$ cat config.mk
export PLATFORM = sky130hd
export DESIGN_NAME = ej32_mem_arb
export DESIGN_NICKNAME = d
export VERILOG_FILES = /design/src/rtl/ej32_mem_arb.sv
export SDC_FILE = /design/constraint.sdc
export NUM_CORES = 1
export LEC_CHECK = 0
export CAP_MARGIN = 20
export CORE_ASPECT_RATIO = 1.1
export CORE_UTILIZATION = 41
export CTS_CLUSTER_SIZE = 28
export DETAILED_ROUTE_END_ITERATION = 10
export GPL_TIMING_DRIVEN = 0
export PLACE_DENSITY_LB_ADDON = 0.15
export RECOVER_POWER = 50
export SETUP_SLACK_MARGIN = 0.5
export SYNTH_ARGS = -nofsm -noshare
export SYNTH_HDL_FRONTEND = slang
export SYNTH_SLANG_ARGS = --single-unit
$ cat constraint.sdc
create_clock -name clk -period 2.9 [get_ports clk]
set_clock_uncertainty 0.2 [all_clocks]
set_input_delay 0.58 -clock clk [delete_from_list [all_inputs] [get_ports clk]]
set_output_delay 0.58 -clock clk [all_outputs]
set_load 0.02 [all_outputs]
$ cat src/rtl/ej32_mem_arb.sv
// ej32_mem_arb: shares one byte-wide synchronous memory port between
// instruction fetch (single bytes) and the load/store unit (1/2/4-byte
// big-endian transfers), serialising LS transfers into back-to-back byte
// cycles and alternating the grant when both sides contend.
module ej32_mem_arb #(
  parameter int AW = 16
) (
  input  logic          clk,
  input  logic          rst,
  input  logic          if_req,
  input  logic [AW-1:0] if_addr,
  output logic          if_gnt,
  output logic          if_vld,
  output logic [7:0]    if_data,
  input  logic          ls_req,
  input  logic          ls_we,
  input  logic [1:0]    ls_len,
  input  logic [AW-1:0] ls_addr,
  input  logic [31:0]   ls_wdata,
  output logic          ls_gnt,
  output logic          ls_done,
  output logic [31:0]   ls_rdata,
  output logic          mem_cs,
  output logic          mem_we,
  output logic [AW-1:0] mem_addr,
  output logic [7:0]    mem_wdata,
  input  logic [7:0]    mem_rdata,
  output logic          busy
);

  typedef enum logic {IDLE, LS_BUSY} state_t;
  typedef enum logic {REQ_LS, REQ_IF} req_t;

  state_t        state, state_nxt;
  req_t          last, last_nxt;
  logic [1:0]    cnt, cnt_nxt;
  logic [1:0]    last_idx_r;   // index of the final byte (N-1)
  logic          we_r;
  logic [AW-1:0] addr_r;
  logic [31:0]   wdata_r;      // remaining write bytes, next one in [31:24]
  logic [31:0]   ls_wdata_al;
  logic          issue_rd;
  logic          issue_last;
  logic          if_vld_p1;
  logic          rd_vld_p1;
  logic          done_p1;
  logic [31:0]   rdata_p1;

  function automatic logic [1:0] last_idx(input logic [1:0] len);
    case (len)
      2'd0:    return 2'd0;
      2'd1:    return 2'd1;
      default: return 2'd3;
    endcase
  endfunction

  // Left-align the active bytes so the first byte sent sits in [31:24].
  function automatic logic [31:0] align_wdata(input logic [1:0] len, input logic [31:0] wd);
    case (len)
      2'd0:    return {wd[7:0], 24'h000000};
      2'd1:    return {wd[15:0], 16'h0000};
      default: return wd;
    endcase
  endfunction

  assign ls_wdata_al = align_wdata(ls_len, ls_wdata);

  // Arbitration, byte sequencing and memory-port drive; all forced idle in reset.
  always_comb begin
    state_nxt  = state;
    last_nxt   = last;
    cnt_nxt    = cnt;
    if_gnt     = 1'b0;
    ls_gnt     = 1'b0;
    mem_cs     = 1'b0;
    mem_we     = 1'b0;
    mem_addr   = '0;
    mem_wdata  = 8'h00;
    issue_rd   = 1'b0;
    issue_last = 1'b0;
    if (rst) begin
      case (state)
        IDLE: begin
          if (ls_req && (!if_req || last == REQ_IF)) begin
            ls_gnt    = 1'b1;
            mem_cs    = 1'b1;
            mem_we    = ls_we;
            mem_addr  = ls_addr;
            mem_wdata = ls_we ? ls_wdata_al[31:24] : 8'h00;
            issue_rd  = !ls_we;
            last_nxt  = REQ_LS;
            if (last_idx(ls_len) == 2'd0) begin
              issue_last = 1'b1;
            end else begin
              state_nxt = LS_BUSY;
              cnt_nxt   = 2'd1;
            end
          end else if (if_req) begin
            if_gnt   = 1'b1;
            mem_cs   = 1'b1;
            mem_addr = if_addr;
            last_nxt = REQ_IF;
          end
        end
        LS_BUSY: begin
          mem_cs    = 1'b1;
          mem_we    = we_r;
          mem_addr  = addr_r + AW'(cnt);
          mem_wdata = we_r ? wdata_r[31:24] : 8'h00;
          issue_rd  = !we_r;
          if (cnt == last_idx_r) begin
            issue_last = 1'b1;
            state_nxt  = IDLE;
            cnt_nxt    = 2'd0;
          end else begin
            cnt_nxt = cnt + 2'd1;
          end
        end
        default: state_nxt = IDLE;
      endcase
    end
  end

  // Control state; reset aborts any transfer in flight.
  always_ff @(posedge clk) begin
    if (!rst) begin
      state <= IDLE;
      last  <= REQ_LS;
      cnt   <= 2'd0;
    end else begin
      state <= state_nxt;
      last  <= last_nxt;
      cnt   <= cnt_nxt;
    end
  end

  // Transfer parameters captured at LS grant; write bytes shift out MSB first.
  always_ff @(posedge clk) begin
    if (ls_gnt) begin
      last_idx_r <= last_idx(ls_len);
      we_r       <= ls_we;
      addr_r     <= ls_addr;
      wdata_r    <= ls_wdata_al << 8;
    end else if (state == LS_BUSY) begin
      wdata_r <= wdata_r << 8;
    end
  end

  // ---- p1: response stage, one cycle behind the memory byte cycle ----
  // Fetch valid, read-byte accumulation and completion pulse.
  always_ff @(posedge clk) begin
    if (!rst) begin
      if_vld_p1 <= 1'b0;
      rd_vld_p1 <= 1'b0;
      done_p1   <= 1'b0;
      rdata_p1  <= 32'h0;
    end else begin
      if_vld_p1 <= if_gnt;
      rd_vld_p1 <= issue_rd;
      done_p1   <= issue_last;
      if (ls_gnt) begin
        rdata_p1 <= 32'h0;
      end else if (rd_vld_p1) begin
        rdata_p1 <= {rdata_p1[23:0], mem_rdata};
      end
    end
  end

  // The RAM byte arrives in the response cycle, so it is merged on the way out
  // to make the assembled word visible together with ls_done / if_vld.
  assign if_vld   = if_vld_p1;
  assign if_data  = if_vld_p1 ? mem_rdata : 8'h00;
  assign ls_done  = done_p1;
  assign ls_rdata = rd_vld_p1 ? {rdata_p1[23:0], mem_rdata} : rdata_p1;
  assign busy     = (state != IDLE);

endmodule

==> results.sh <==
export IMPL_grt_pass1_vias=4145
export IMPL_slew_viol_final=0
export IMPL_critical_path_peak_fanout=5
export IMPL_initial_core_utilization_pct=42.86
export IMPL_die_footprint_sq_mm=0.01085
export IMPL_die_height_microns=109.1
export IMPL_power_ir_vdd_worst_v=0.0002871
export IMPL_grt_util_all_layers_pct=24.27
export IMPL_critical_path_class="reg -> out"
export IMPL_postRouteAntennaNets=0
export IMPL_p_int_mw=1.998
export IMPL_clock_tree_buffer_depth=2
export IMPL_syn_inst_count=426
export IMPL_detail_route_first_pass_iterations=4
export IMPL_shortest_period_the_worst_path_allows_ns=3.053
export IMPL_final_design_area_no_fill_sq_mm=0.006829
export IMPL_cts_buffers=9
export IMPL_power_sequential_fraction_pct=46.1
export IMPL_leading_cell_type_by_number_of_instances_after_synthesis="edfxtp_1"
export IMPL_cp_data_arrival_time_ns=2.27
export IMPL_grt_antenna_before_repair=1
export IMPL_clkSlewWorstSetupHoldPaths_ns=0.09
export IMPL_placed_cell_area_sq_mm=0.006100
export IMPL_reg2reg_depth=6
export IMPL_worst_hold_path_type="reg -> reg"
export IMPL_power_density_cell_area_mw_per_mm2=417.9
export IMPL_synth_enable_flop_cells=43
export IMPL_fin_nets=696
export IMPL_fin_crit_sh_pct=105.3
export IMPL_die_x_microns=99.41
export IMPL_max_slew_margin_pct=41.77
export IMPL_crit_path_end_kind="primary output"
export IMPL_yosys_top_cells_area="edfxtp_1 (30%), dfxtp_1 (18%), mux2_2 (8.4%), nor2b_1 (5.3%), and3_1 (3.8%)"
export IMPL_startpoint_type="flop"
export IMPL_synth_ff_latch_count=82
export IMPL_final_core_util_pct=68.40
export IMPL_p_switching_mw=0.8560
export IMPL_cts_sinks=82
export IMPL_grt_ovfl_total=0
export IMPL_synth_area_sq_mm=0.004279
export IMPL_syn_num_nets=508
export IMPL_maxCapViolations=0
export IMPL_yosys_area_top_type_share_pct=30.18
export IMPL_rsz0062_at_grt="yes"
export IMPL_core_area_sq_mm=0.009985
export IMPL_netSwitchingFraction_pct=30.00
export IMPL_drt_wirelength_per_cell_microns=18.22
export IMPL_worst_slew_pin_tran_ns=0.8735
export IMPL_p_leak_nw=2.816
export IMPL_via_count=4088
export IMPL_dr_first_iter_drc_count=229
export IMPL_grt_pass1_wl_microns=20280
export IMPL_whs_path_depth=2
export IMPL_maximum_number_of_pins_on_one_net_before_global_route_repair=25
export IMPL_dpl_hpwl_microns=8994
export IMPL_numPortBuffers=147
export IMPL_post_route_cells_drive_above_1_share_pct=36.35
export IMPL_floorplan_io_pins=150
export IMPL_vias_per_cell=5.524
export IMPL_area_growth_pct=59.59
export IMPL_post_synth_num_cell_types=38
export IMPL_h_tree_lvl_count=3
export IMPL_insertion_delay_ns=0.35
export IMPL_synth_warning_count=0
export IMPL_synth_seq_area_share_pct=48.42
export IMPL_place_congestion=0.8704
export IMPL_fmaxAchievable_ghz=0.3275
export IMPL_run_status="finished, violations left"
export IMPL_final_setup_vio_count=15
export IMPL_drt_total_wl_microns=13490
export IMPL_p_comb_share_pct=24.2
export IMPL_yosys_area_top_type="edfxtp_1"
export IMPL_synth_common_cells="edfxtp_1 (43), nand2_1 (42), dfxtp_1 (39)"
export IMPL_cp_required_ns=2.12
export IMPL_cts_tree="yes"
export IMPL_power_share_clock_pct=29.6
export IMPL_route_detailed_drc=0
export IMPL_post_synth_cell_area_avg_sq_um=10.04
export IMPL_failing_checks="setup timing"
export IMPL_timing_final_hold_violations=0
export IMPL_final_critical_path_setup_slack_ns=-0.1534
export IMPL_ys_flop_type="edfxtp_1"
export IMPL_ys_async_sr_fraction_pct=0
export IMPL_clockRootBuffer="clkbuf_8"
export IMPL_num_rows=38
export IMPL_placement_setup_worst_slack_ns=-1.274
## sequential cells by signal (all words and copies together) (netlist names)
name	count
last	1
wdata_r	24
we_r	1
rdata_p1	32
addr_r	16
cnt	2
rd_vld_p1	1
last_idx_r	2
if_vld	1
ls_done	1
busy	1
## final cells by class
type	count	area, sq um
fill	783	3156
sequential	82	2082
buffer	34	281.5
clock buffer	10	148.9
timing repair buffer	176	1647
antenna	1	2.502
tap	120	150.1
multi-input combinational	301	2420
timing repair inverter	1	5.005
inverter	9	38.79
clock inverter	6	53.80
## layer usage
metal	vias up	routed length, microns	track usage, %
met5	-	0	0
met4	0	132	7.878
met3	12	775	4.744
met2	169	7101	44.15
met1	1976	5475	28.77
li1	1931	-	-
## logic make-up (layout without fill, tap and decap cells)
family	after synthesis	after routing	share of synthesized area, %
and+or+nand+nor	157	157	19.39
DFF	82	82	48.42
AOI/OAI and AO/OA	79	79	12.34
muxes	48	48	12.16
buffers and inverters	43	236	3.772
xor gates and xnor gates	14	14	2.866
adders and majority gates	3	3	1.053
other	0	1	0
## power groups by stage
| stage | clock (mW) | sequential, mW | combinational (mW) |
|---|---|---|---|
| final | 0.846 | 1.32 | 0.692 |
| after global routing | 0.899 | 1.32 | 0.733 |
| after CTS | 0.859 | 1.31 | 0.654 |
| after detailed placement | 0 | 1.34 | 0.594 |
| after global placement | 0 | 1.34 | 0.582 |
| after floorplan | 0 | 1.33 | 0.321 |
## cell usage in the layout, fill, tap and decap left out, types with 8 or more instances in the layout
cell type,n
clkdlybuf4s50_1,47
edfxtp_1,43
nand2_1,39
nor2b_1,35
dfxtp_1,35
mux2_2,32
buf_4,28
and3_1,25
buf_6,22
o21ai_0,20
clkdlybuf4s15_2,18
buf_2,17
clkbuf_1,16
dlygate4sd3_1,16
dlygate4sd2_1,15
mux2i_1,13
a211oi_2,12
clkbuf_8,11
xnor2_1,10
nor2_4,8
a311oi_1,8
a22oi_1,8
and2_1,8
## timing repair
action | CTS | global route
endpoints found under the hold margin | 0 | 0
hold buffers | 0 | 0
resized for setup | 330 | 88
setup buffers | 16 | 11
pin swaps | 16 | 19
cloned | 3 | 0
endpoints found under the setup margin | 122 | 56
## worst max-delay path: stages (launching register included)
cell      delay [ns]
edfxtp_1        0.45
nand3_2         0.19
or4_4           0.60
or3_4           0.35
a31oi_4         0.18
buf_6           0.13
## metrics by stage
stage	setup TNS (ns)	cells	hold WS (ns)	power (mW)
6_report	-1.112	740	0.3375	2.854
5_1_grt	-2.773	740	0.3570	2.953
4_1_cts	-0.7133	728	0.3337	2.827
3_5_place_dp	-42.46	693	0.2772	1.934
3_3_place_gp	-38.51	693	0.2516	1.919
2_1_floorplan	0	426	0.2393	1.653
## final timing paths
| path | startpoint | end | slack (ns) |
|---|---|---|---|
| hold / removal | wdata_r[11]$_SDFFCE_PN0P_ | wdata_r[19]$_DFFE_PP_ | 0.34 |
| setup / recovery | addr_r[3]$_DFFE_PP_ | mem_addr[15] | -0.15 |
| hold reg to reg | wdata_r[11]$_SDFFCE_PN0P_ | wdata_r[19]$_DFFE_PP_ | 0.34 |
| setup reg to reg | last$_SDFFE_PN0P_ | wdata_r[14]$_SDFFCE_PN0P_ | 0.05 |
(Power assumes the default switching activity.)
